**src/rtl/systolic_pkg.sv**
```systemverilog
// Shared types and default sizing for the systolic array sequencer.
package systolic_pkg;

  localparam int unsigned DefN     = 4;
  localparam int unsigned DefWidth = 16;

  typedef enum logic [2:0] {
    StIdle,
    StClear,
    StFeed,
    StDrain,
    StDone
  } seq_state_t;

  typedef logic signed [DefWidth-1:0] row_t [0:DefN-1];

endpackage

```
**src/rtl/skew_feeder.sv**
```systemverilog
// Diagonal skew of a square matrix: lane j carries element [t-j][j] at beat t, else zero.
module skew_feeder #(
  parameter int unsigned N     = 4,
  parameter int unsigned WIDTH = 16,
  parameter int unsigned TW    = 3
) (
  input  logic signed [WIDTH-1:0] a    [0:N-1][0:N-1],
  input  logic        [TW-1:0]    t,
  output logic signed [WIDTH-1:0] feed [0:N-1]
);

  always_comb begin
    for (int j = 0; j < N; j++) begin
      feed[j] = '0;
      for (int i = 0; i < N; i++) begin
        if (int'(t) == i + j) feed[j] = a[i][j];
      end
    end
  end

endmodule

```
**src/rtl/systolic_seq.sv**
```systemverilog
// Sequencer for the NxN weight-stationary systolic array: holds A and W, clears the array,
// feeds skewed operand columns, waits for drain, then captures the array outputs.
module systolic_seq
  import systolic_pkg::*;
#(
  parameter int unsigned N            = DefN,
  parameter int unsigned WIDTH        = DefWidth,
  parameter int unsigned DRAIN_CYCLES = 4
) (
  input  logic                     clk,
  input  logic                     rst,
  input  logic                     wr_en,
  input  logic                     wr_sel,
  input  logic [$clog2(N)-1:0]     wr_row,
  input  logic signed [WIDTH-1:0]  wr_data   [0:N-1],
  input  logic                     start,
  output logic                     busy,
  output logic                     done,
  output logic                     arr_rst,
  output logic signed [WIDTH-1:0]  in_up     [0:N-1],
  output logic signed [WIDTH-1:0]  in_left   [0:N-1],
  output logic signed [WIDTH-1:0]  weights   [0:N-1][0:N-1],
  input  logic signed [WIDTH-1:0]  out_down  [0:N-1],
  input  logic signed [WIDTH-1:0]  out_right [0:N-1],
  output logic signed [WIDTH-1:0]  res_down  [0:N-1],
  output logic signed [WIDTH-1:0]  res_right [0:N-1]
);

  localparam int unsigned TW        = $clog2(2 * N);
  localparam logic [TW-1:0] TLast   = TW'(2 * N - 2);
  localparam logic [3:0] DrainLast  = (DRAIN_CYCLES == 0) ? 4'd0 : 4'(DRAIN_CYCLES - 1);

  seq_state_t state_q, state_d;
  logic [TW-1:0] t_q, t_d;
  logic [3:0]    dc_q, dc_d;

  logic signed [WIDTH-1:0] a_q         [0:N-1][0:N-1];
  logic signed [WIDTH-1:0] w_q         [0:N-1][0:N-1];
  logic signed [WIDTH-1:0] res_down_q  [0:N-1];
  logic signed [WIDTH-1:0] res_right_q [0:N-1];
  logic signed [WIDTH-1:0] skew        [0:N-1];

  skew_feeder #(
    .N    (N),
    .WIDTH(WIDTH),
    .TW   (TW)
  ) u_skew (
    .a   (a_q),
    .t   (t_q),
    .feed(skew)
  );

  always_comb begin
    state_d = state_q;
    t_d     = t_q;
    dc_d    = dc_q;
    unique case (state_q)
      StIdle:  if (start) state_d = StClear;
      StClear: begin
        state_d = StFeed;
        t_d     = '0;
      end
      StFeed: begin
        if (t_q == TLast) begin
          t_d     = '0;
          dc_d    = '0;
          state_d = (DRAIN_CYCLES == 0) ? StDone : StDrain;
        end else begin
          t_d = t_q + TW'(1);
        end
      end
      StDrain: begin
        if (dc_q == DrainLast) begin
          dc_d    = '0;
          state_d = StDone;
        end else begin
          dc_d = dc_q + 4'd1;
        end
      end
      StDone:  state_d = StIdle;
      default: state_d = StIdle;
    endcase
  end

  always_ff @(posedge clk or negedge rst) begin
    if (!rst) begin
      state_q     <= StIdle;
      t_q         <= '0;
      dc_q        <= '0;
      a_q         <= '{default: '0};
      w_q         <= '{default: '0};
      res_down_q  <= '{default: '0};
      res_right_q <= '{default: '0};
    end else begin
      state_q <= state_d;
      t_q     <= t_d;
      dc_q    <= dc_d;
      // Matrices are frozen outside IDLE so a run always sees a consistent A and W.
      if (wr_en && state_q == StIdle) begin
        if (wr_sel) w_q[wr_row] <= wr_data;
        else        a_q[wr_row] <= wr_data;
      end
      if (state_d == StDone && state_q != StDone) begin
        res_down_q  <= out_down;
        res_right_q <= out_right;
      end
    end
  end

  always_comb begin
    busy    = (state_q == StClear) || (state_q == StFeed) || (state_q == StDrain);
    done    = (state_q == StDone);
    arr_rst = (state_q == StClear);
    for (int j = 0; j < N; j++) begin
      in_up[j]   = (state_q == StFeed) ? skew[j] : '0;
      in_left[j] = '0;
    end
  end

  assign weights   = w_q;
  assign res_down  = res_down_q;
  assign res_right = res_right_q;

endmodule

```
**config.mk**
```make
export PLATFORM = sky130hd
export DESIGN_NAME = systolic_seq
export DESIGN_NICKNAME = d
export VERILOG_FILES = /design/src/rtl/systolic_pkg.sv /design/src/rtl/skew_feeder.sv /design/src/rtl/systolic_seq.sv
export SDC_FILE = /design/constraint.sdc
export NUM_CORES = 1
export LEC_CHECK = 0
export BUFFER_PORTS_ARGS = -buffer_cell sky130_fd_sc_hd__buf_2
export CAP_MARGIN = 0
export CORE_AREA = 2 2 276 278
export CTS_BUF_LIST = sky130_fd_sc_hd__clkbuf_2
export DETAILED_ROUTE_END_ITERATION = 8
export DIE_AREA = 0 0 278 280
export GPL_TIMING_DRIVEN = 0
export SYNTH_ARGS = -nofsm -noshare
export SYNTH_HDL_FRONTEND = slang
export SYNTH_SLANG_ARGS = --single-unit
```
**constraint.sdc**
```tcl
create_clock -name clk -period 3.2 [get_ports clk]
set_input_delay 0.32 -clock clk [delete_from_list [all_inputs] [get_ports clk]]
set_output_delay 0.32 -clock clk [all_outputs]
set_load 0.02 [all_outputs]
```
==> impl_metrics.ini, run 1 <==
[setup_path]
slowest_stage = dfrtp_1
cpLargestDelayFamily = buffers and inverters
cp.buffers_inverters = 4
end_kind = output port
start_kind = flop
cp_cell_sequence = buf_8 > and2_4 > ha_4 > nor2_4 > and2_4 > buf_12 > buf_8 > a22oi_2 > a21oi_2 > buf_6
worstPathRequired_ns = 2.88
cp_max_fo = 6
crit_arrival_ns = 3.14
r2r-start = state_q[1]
worstSetupPathType = reg2out
slowest_delay_ns = 0.41
crit_start = t_q[0]

[job]
maxCapViolCount = 0

[synth]
synth_top_area_frac = 0.602
synth-edff-count = 0
synth-async-reset-ratio = 1.00
netlist_area_um2 = 27000
synth.area.top_cells = dfrtp_1 60%, mux2_2 26%, buf_4 2.0%, mux2_1 1.4%, mux2i_1 1.2%
synth.yosys.seq_area_share = 0.602
yosys.area.top_type = dfrtp_1
synth-main-ff-cell = dfrtp_1
syn_area_per_cell_um2 = 14.8
ys_types = 47
synthCells = 1830
ys_warn_count = 0
synth-seq-cells = 650

[clocking]
clock-root-buffer = clkbuf_2
clkTransAtPathRegs_ns = 0.11
clkSinkCount = 650
clkLatencyLatePin_ns = 1.32
cts.htree.levels = 4
cts_tree = built
cts_buffers = 173
cts_max_path_buffers = 3

[final_layout]
multi_input_area_um2 = 10500
fillCellCount = 6593
fin_cells = 4274
fin_nets = 3369
seq_area_um2 = 16300
final_core_util = 0.522
final_cell_mix = 648 x dfrtp_1, 623 x mux2_2, 618 x buf_2, 396 x dlygate4sd3_1, 257 x clkbuf_2
syn_to_final_growth_pct = 45.1
drive_gt1_frac = 0.576
final_common_cell = dfrtp_1

[sta]
finalHoldViolCount = 0
finClkSkew_ns = 0.0994
setup_ws_ns = -0.256
maxSlewHeadroom = 0.458
grt_setup_unrepaired = yes
slew_viol_final = 0
fmax_mhz = 289
fin_crit_ns = 3.46
tightest_slew_ns = 0.813
finalSetupViolCount = 64
fin_crit_sh = 1.08
setup_tns_ns = -10.55

[route]
wl_per_cell_um = 21.1
final_antenna_net_count = 0
vias = 20700
dr.first_iter.drc_count = 981
vias_per_cell = 4.85
drtPass1Iterations = 5
drc = 0
wl_um = 90100

[global_routing]
first_global_vias = 22400
overflow = 0
grt_pass1_wl_um = 135000
track_usage = 0.229
antenna_found_initial = 6
grt_max_degree = 132

[placement]
place_congestion = 0.927
place_ws_ns = -0.847
dp_cells = 3523
dp_hpwl_um = 60300
portBuffers = 647

[outcome]
status = finished with violations
violations = setup timing

[floorplan]
start_util = 0.359
num_rows = 101
die_h_um = 280
die_area_um2 = 77800
core_area_um2 = 75200
die_w_um = 278
ios = 714

[power_and_ir_drop]
p_leak_uw = 0.0198
ir_worst_vdd_v = 0.000519
p_total_uw = 35100
p_per_area_nw_per_um2 = 894

[worst_hold_path]
min_path_type = in2async
-- flip-flops by register name, summed over array words and instances (netlist names) --
name / flops
state_q: 3
t_q: 3
res_down: 64
a_q: 256
dc_q: 4
res_right: 64
weights: 256
-- metal layers --
metal,part of all wire,global-route usage,up-vias
li1,-,-,9222
met1,0.43,0.293,10600
met2,0.48,0.365,687
met3,0.059,0.0611,215
met4,0.034,0.0984,4
met5,0.0023,0.0175,-
-- power by group --
part / switching [uW] / total (uW) / internal, uW
sequential: 2000 / 13800 / 11800
clock: 3570 / 5710 / 2140
combinational: 8520 / 15600 / 7060
total: 14100 / 35100 / 21000
-- tightest hold or removal path: stages --
cell	delay, ns
dlygate4sd3_1	0.52
dlygate4sd3_1	0.58
buf_8	0.16
buf_16	0.37
-- Yosys cell counts (2+ instances only) --
master and count:
mux2_1 33, and3_1 2, mux2_2 623, buf_1 6, nand2_1 51, buf_2 45
o21ai_0 24, mux2i_1 32, nor3b_1 3, buf_4 72, nor2b_1 4, nor2_1 40
ha_1 2, inv_1 5, nand3b_1 18, a21oi_1 36, and2_1 4, nor3_1 18
dfrtp_1 650, nand3_1 2, o2bb2ai_1 16, clkbuf_1 32, a221oi_1 16, a22oi_1 33
a22o_1 18, buf_6 24
-- cell type report --
class                      instances  area share
buffer                           174      0.0392
tap                              978      0.0312
sequential                       650       0.415
clock buffer                     253      0.0323
antenna                            7    0.000447
multi-input combinational       1058       0.266
clock inverter                    43     0.00555
inverter                           6    0.000766
timing repair buffer            1105       0.209
-- path summary, 6_finish.rpt --
| kind | end | slack, ns | cells after the start |
|---|---|---|---|
| worst max-delay path | in_up[23] | -0.26 | 10 |
| worst max register to register | a_q[88] | 0.28 | 8 |
| worst min-delay path | res_right[2] | 0.19 | 4 |
| worst min register to register | a_q[230] | 0.49 | 1 |
| min in group clk | res_down[48] | 0.27 | 4 |
| max in group asynchronous | weights[26] | 1.41 | 6 |
-- through the flow --
stage | cell area, um^2 | hold slack [ns]
floorplan | 27300 | 0.0244
global placement | 31700 | 0.463
detailed placement | 31900 | 0.393
CTS | 38700 | 0.0234
global route | 39200 | 0.0843
finish | 39200 | 0.194
-- kinds of logic after synthesis --
logic type                 count (synthesis)  synth area share
other                                      1          0.000139
muxes                                    688             0.285
and+or+nand+nor                          153            0.0286
buffers and inverters                    185            0.0444
adders and majority gates                  2          0.000926
AOI/OAI and AO/OA                        151            0.0389
DFF                                      650             0.602
-- what timing repair did --
item	CTS	global route
buffers inserted	36	17
setup endpoints to repair	64	127
hold buffers	398	0
pin swaps	76	48
cloned	4	2
resized for setup	294	86
hold endpoints to repair	1013	0
No activity file was read; power rests on OpenSTA's default activity.
==> run 2, diff against run 1 <==
--- a/config.mk
+++ b/config.mk
@@ -5,10 +5,10 @@
 export SDC_FILE = /design/constraint.sdc
 export NUM_CORES = 1
 export LEC_CHECK = 0
-export BUFFER_PORTS_ARGS = -buffer_cell sky130_fd_sc_hd__buf_2
+export BUFFER_PORTS_ARGS = -buffer_cell sky130_fd_sc_hd__buf_4
 export CAP_MARGIN = 0
 export CORE_AREA = 2 2 276 278
-export CTS_BUF_LIST = sky130_fd_sc_hd__clkbuf_2
+export CTS_BUF_LIST = sky130_fd_sc_hd__clkbuf_8
 export DETAILED_ROUTE_END_ITERATION = 8
 export DIE_AREA = 0 0 278 280
 export GPL_TIMING_DRIVEN = 0
==> impl_metrics.ini, run 2 (same netlist as run 1, synthesis figures left out) <==
[power_and_ir_drop]
ir_worst_vdd_v = 0.000496
p_per_area_nw_per_um2 = 958
p_leak_uw = 0.0188
p_total_uw = 36400

[floorplan]
num_rows = 101
die_area_um2 = 77800
die_w_um = 278
ios = 714
start_util = 0.359
core_area_um2 = 75200
die_h_um = 280

[sta]
fin_crit_sh = 0.967
slew_viol_final = 0
finalHoldViolCount = 0
tightest_slew_ns = 0.934
setup_ws_ns = 0.107
maxSlewHeadroom = 0.375
setup_tns_ns = 0
fin_hold_ws_ns = 0.186
fin_crit_ns = 3.09
finalSetupViolCount = 0
finClkSkew_ns = 0.0450
fmax_mhz = 323
grt_setup_unrepaired = no

[route]
final_antenna_net_count = 0
dr.first_iter.drc_count = 949
vias_per_cell = 4.88
vias = 19100
wl_um = 85500
drc = 0
drtPass1Iterations = 5
wl_per_cell_um = 21.8

[global_routing]
grt_max_degree = 129
antenna_found_initial = 6
grt_pass1_wl_um = 128000
overflow = 0
track_usage = 0.215
first_global_vias = 20500

[setup_path]
cp_max_fo = 10
crit_arrival_ns = 2.77
worst-r2r-setup-slack_ns = 0.52
r2r-start = state_q[2]
worstPathRequired_ns = 2.88
r2r_cells = 6
r2r-end = weights[6]
end_kind = output port
worstSetupPathType = reg2out
start_kind = flop
crit_start = t_q[2]
cp-endpoint = in_up[4]

[placement]
dp_hpwl_um = 61100
place_area_um2 = 33500
place_congestion = 0.935
place_ws_ns = -0.794
portBuffers = 647

[worst_hold_path]
min_path_type = in2async

[clocking]
cts_buffers = 109
clkLatencyLatePin_ns = 0.71
clkSinkCount = 650
cts_tree = built
cts.htree.levels = 3
clkTransAtPathRegs_ns = 0.06
cts_max_path_buffers = 3
clock-root-buffer = clkbuf_8

[final_layout]
fin_area_um2 = 38000
final_cell_mix = 726 x buf_4, 650 x dfrtp_1, 623 x mux2_2, 194 x dlygate4sd3_1, 144 x clkbuf_8
drive_gt1_frac = 0.553
final_common_cell = buf_4
syn_to_final_growth_pct = 40.5
fin_nets = 3060

[job]
maxCapViolCount = 0

[outcome]
status = complete, no violations
==> run 2: cell count changes in the layout (fill, tap and decap cells not counted), sizes merged <==
cell         delta
inv            +27
diode           -3
bufinv          +2
clkinv         -23
clkinvlp        +1
clkbuf        -109
dlygate4sd3   -202
buf            -43
==> run 2: final cells by class <==
type	count	area, um^2
fillers	6589	37200
diodes	4	10.0
plain buffers	176	1240
clock buffers	144	1980
inverters	6	27.5
clock inverters	50	282
flip-flops and latches	650	16300
well taps	978	1220
repair buffers	858	7080
multi-input cells	1058	9850
==> run 2: what timing repair did <==
| item | CTS | global route |
|---|---|---|
| hold buffers | 194 | 0 |
| endpoints found under the hold margin | 714 | 0 |
| buffers inserted | 6 | 5 |
| setup endpoints to repair | 64 | 38 |
| resized for setup | 43 | 18 |
| pin swaps | 3 | 3 |
| gates cloned | 0 | 1 |
==> run 2: worst max-delay path: stages, from the launching register on <==
cell and delay, ns:
dfrtp_1 0.45, clkbuf_1 0.57, buf_1 0.48, a22oi_1 0.13, nor2_1 0.24, buf_4 0.20
==> run 2: through the flow <==
step,utilization,cells
floorplan,-,1893
global placement,0.443,3518
detailed placement,0.445,3523
CTS,0.503,3914
global route,0.505,3922
finish,0.505,3924
==> run 2: how the worst min path moves through the flow <==
stage | cells after the start | startpoint | to | slack (ns)
final | 2 | rst | res_right[5] | 0.19
after global routing | 2 | rst | res_right[5] | 0.22
after CTS | 2 | rst | res_right[5] | 0.16
after detailed placement | 1 | rst | res_right[5] | 0.34
after global placement | 1 | a_q[16] | a_q[16] | 0.46
after floorplan | 0 | rst | a_q[0] | 0.02
==> run 2: metal layers <==
metal	track usage	wire, um	share of wire
met5	0	27	0.00032
met4	0.0678	2170	0.025
met3	0.0508	5220	0.061
met2	0.353	40900	0.48
met1	0.283	37100	0.43
==> run 2: power by group <==
group	total (uW)	internal [uW]	leakage (uW)	switching (uW)
combinational	15000	7140	0.00910	7890
sequential	13800	11800	0.00842	1980
clock	7540	4160	0.00129	3370
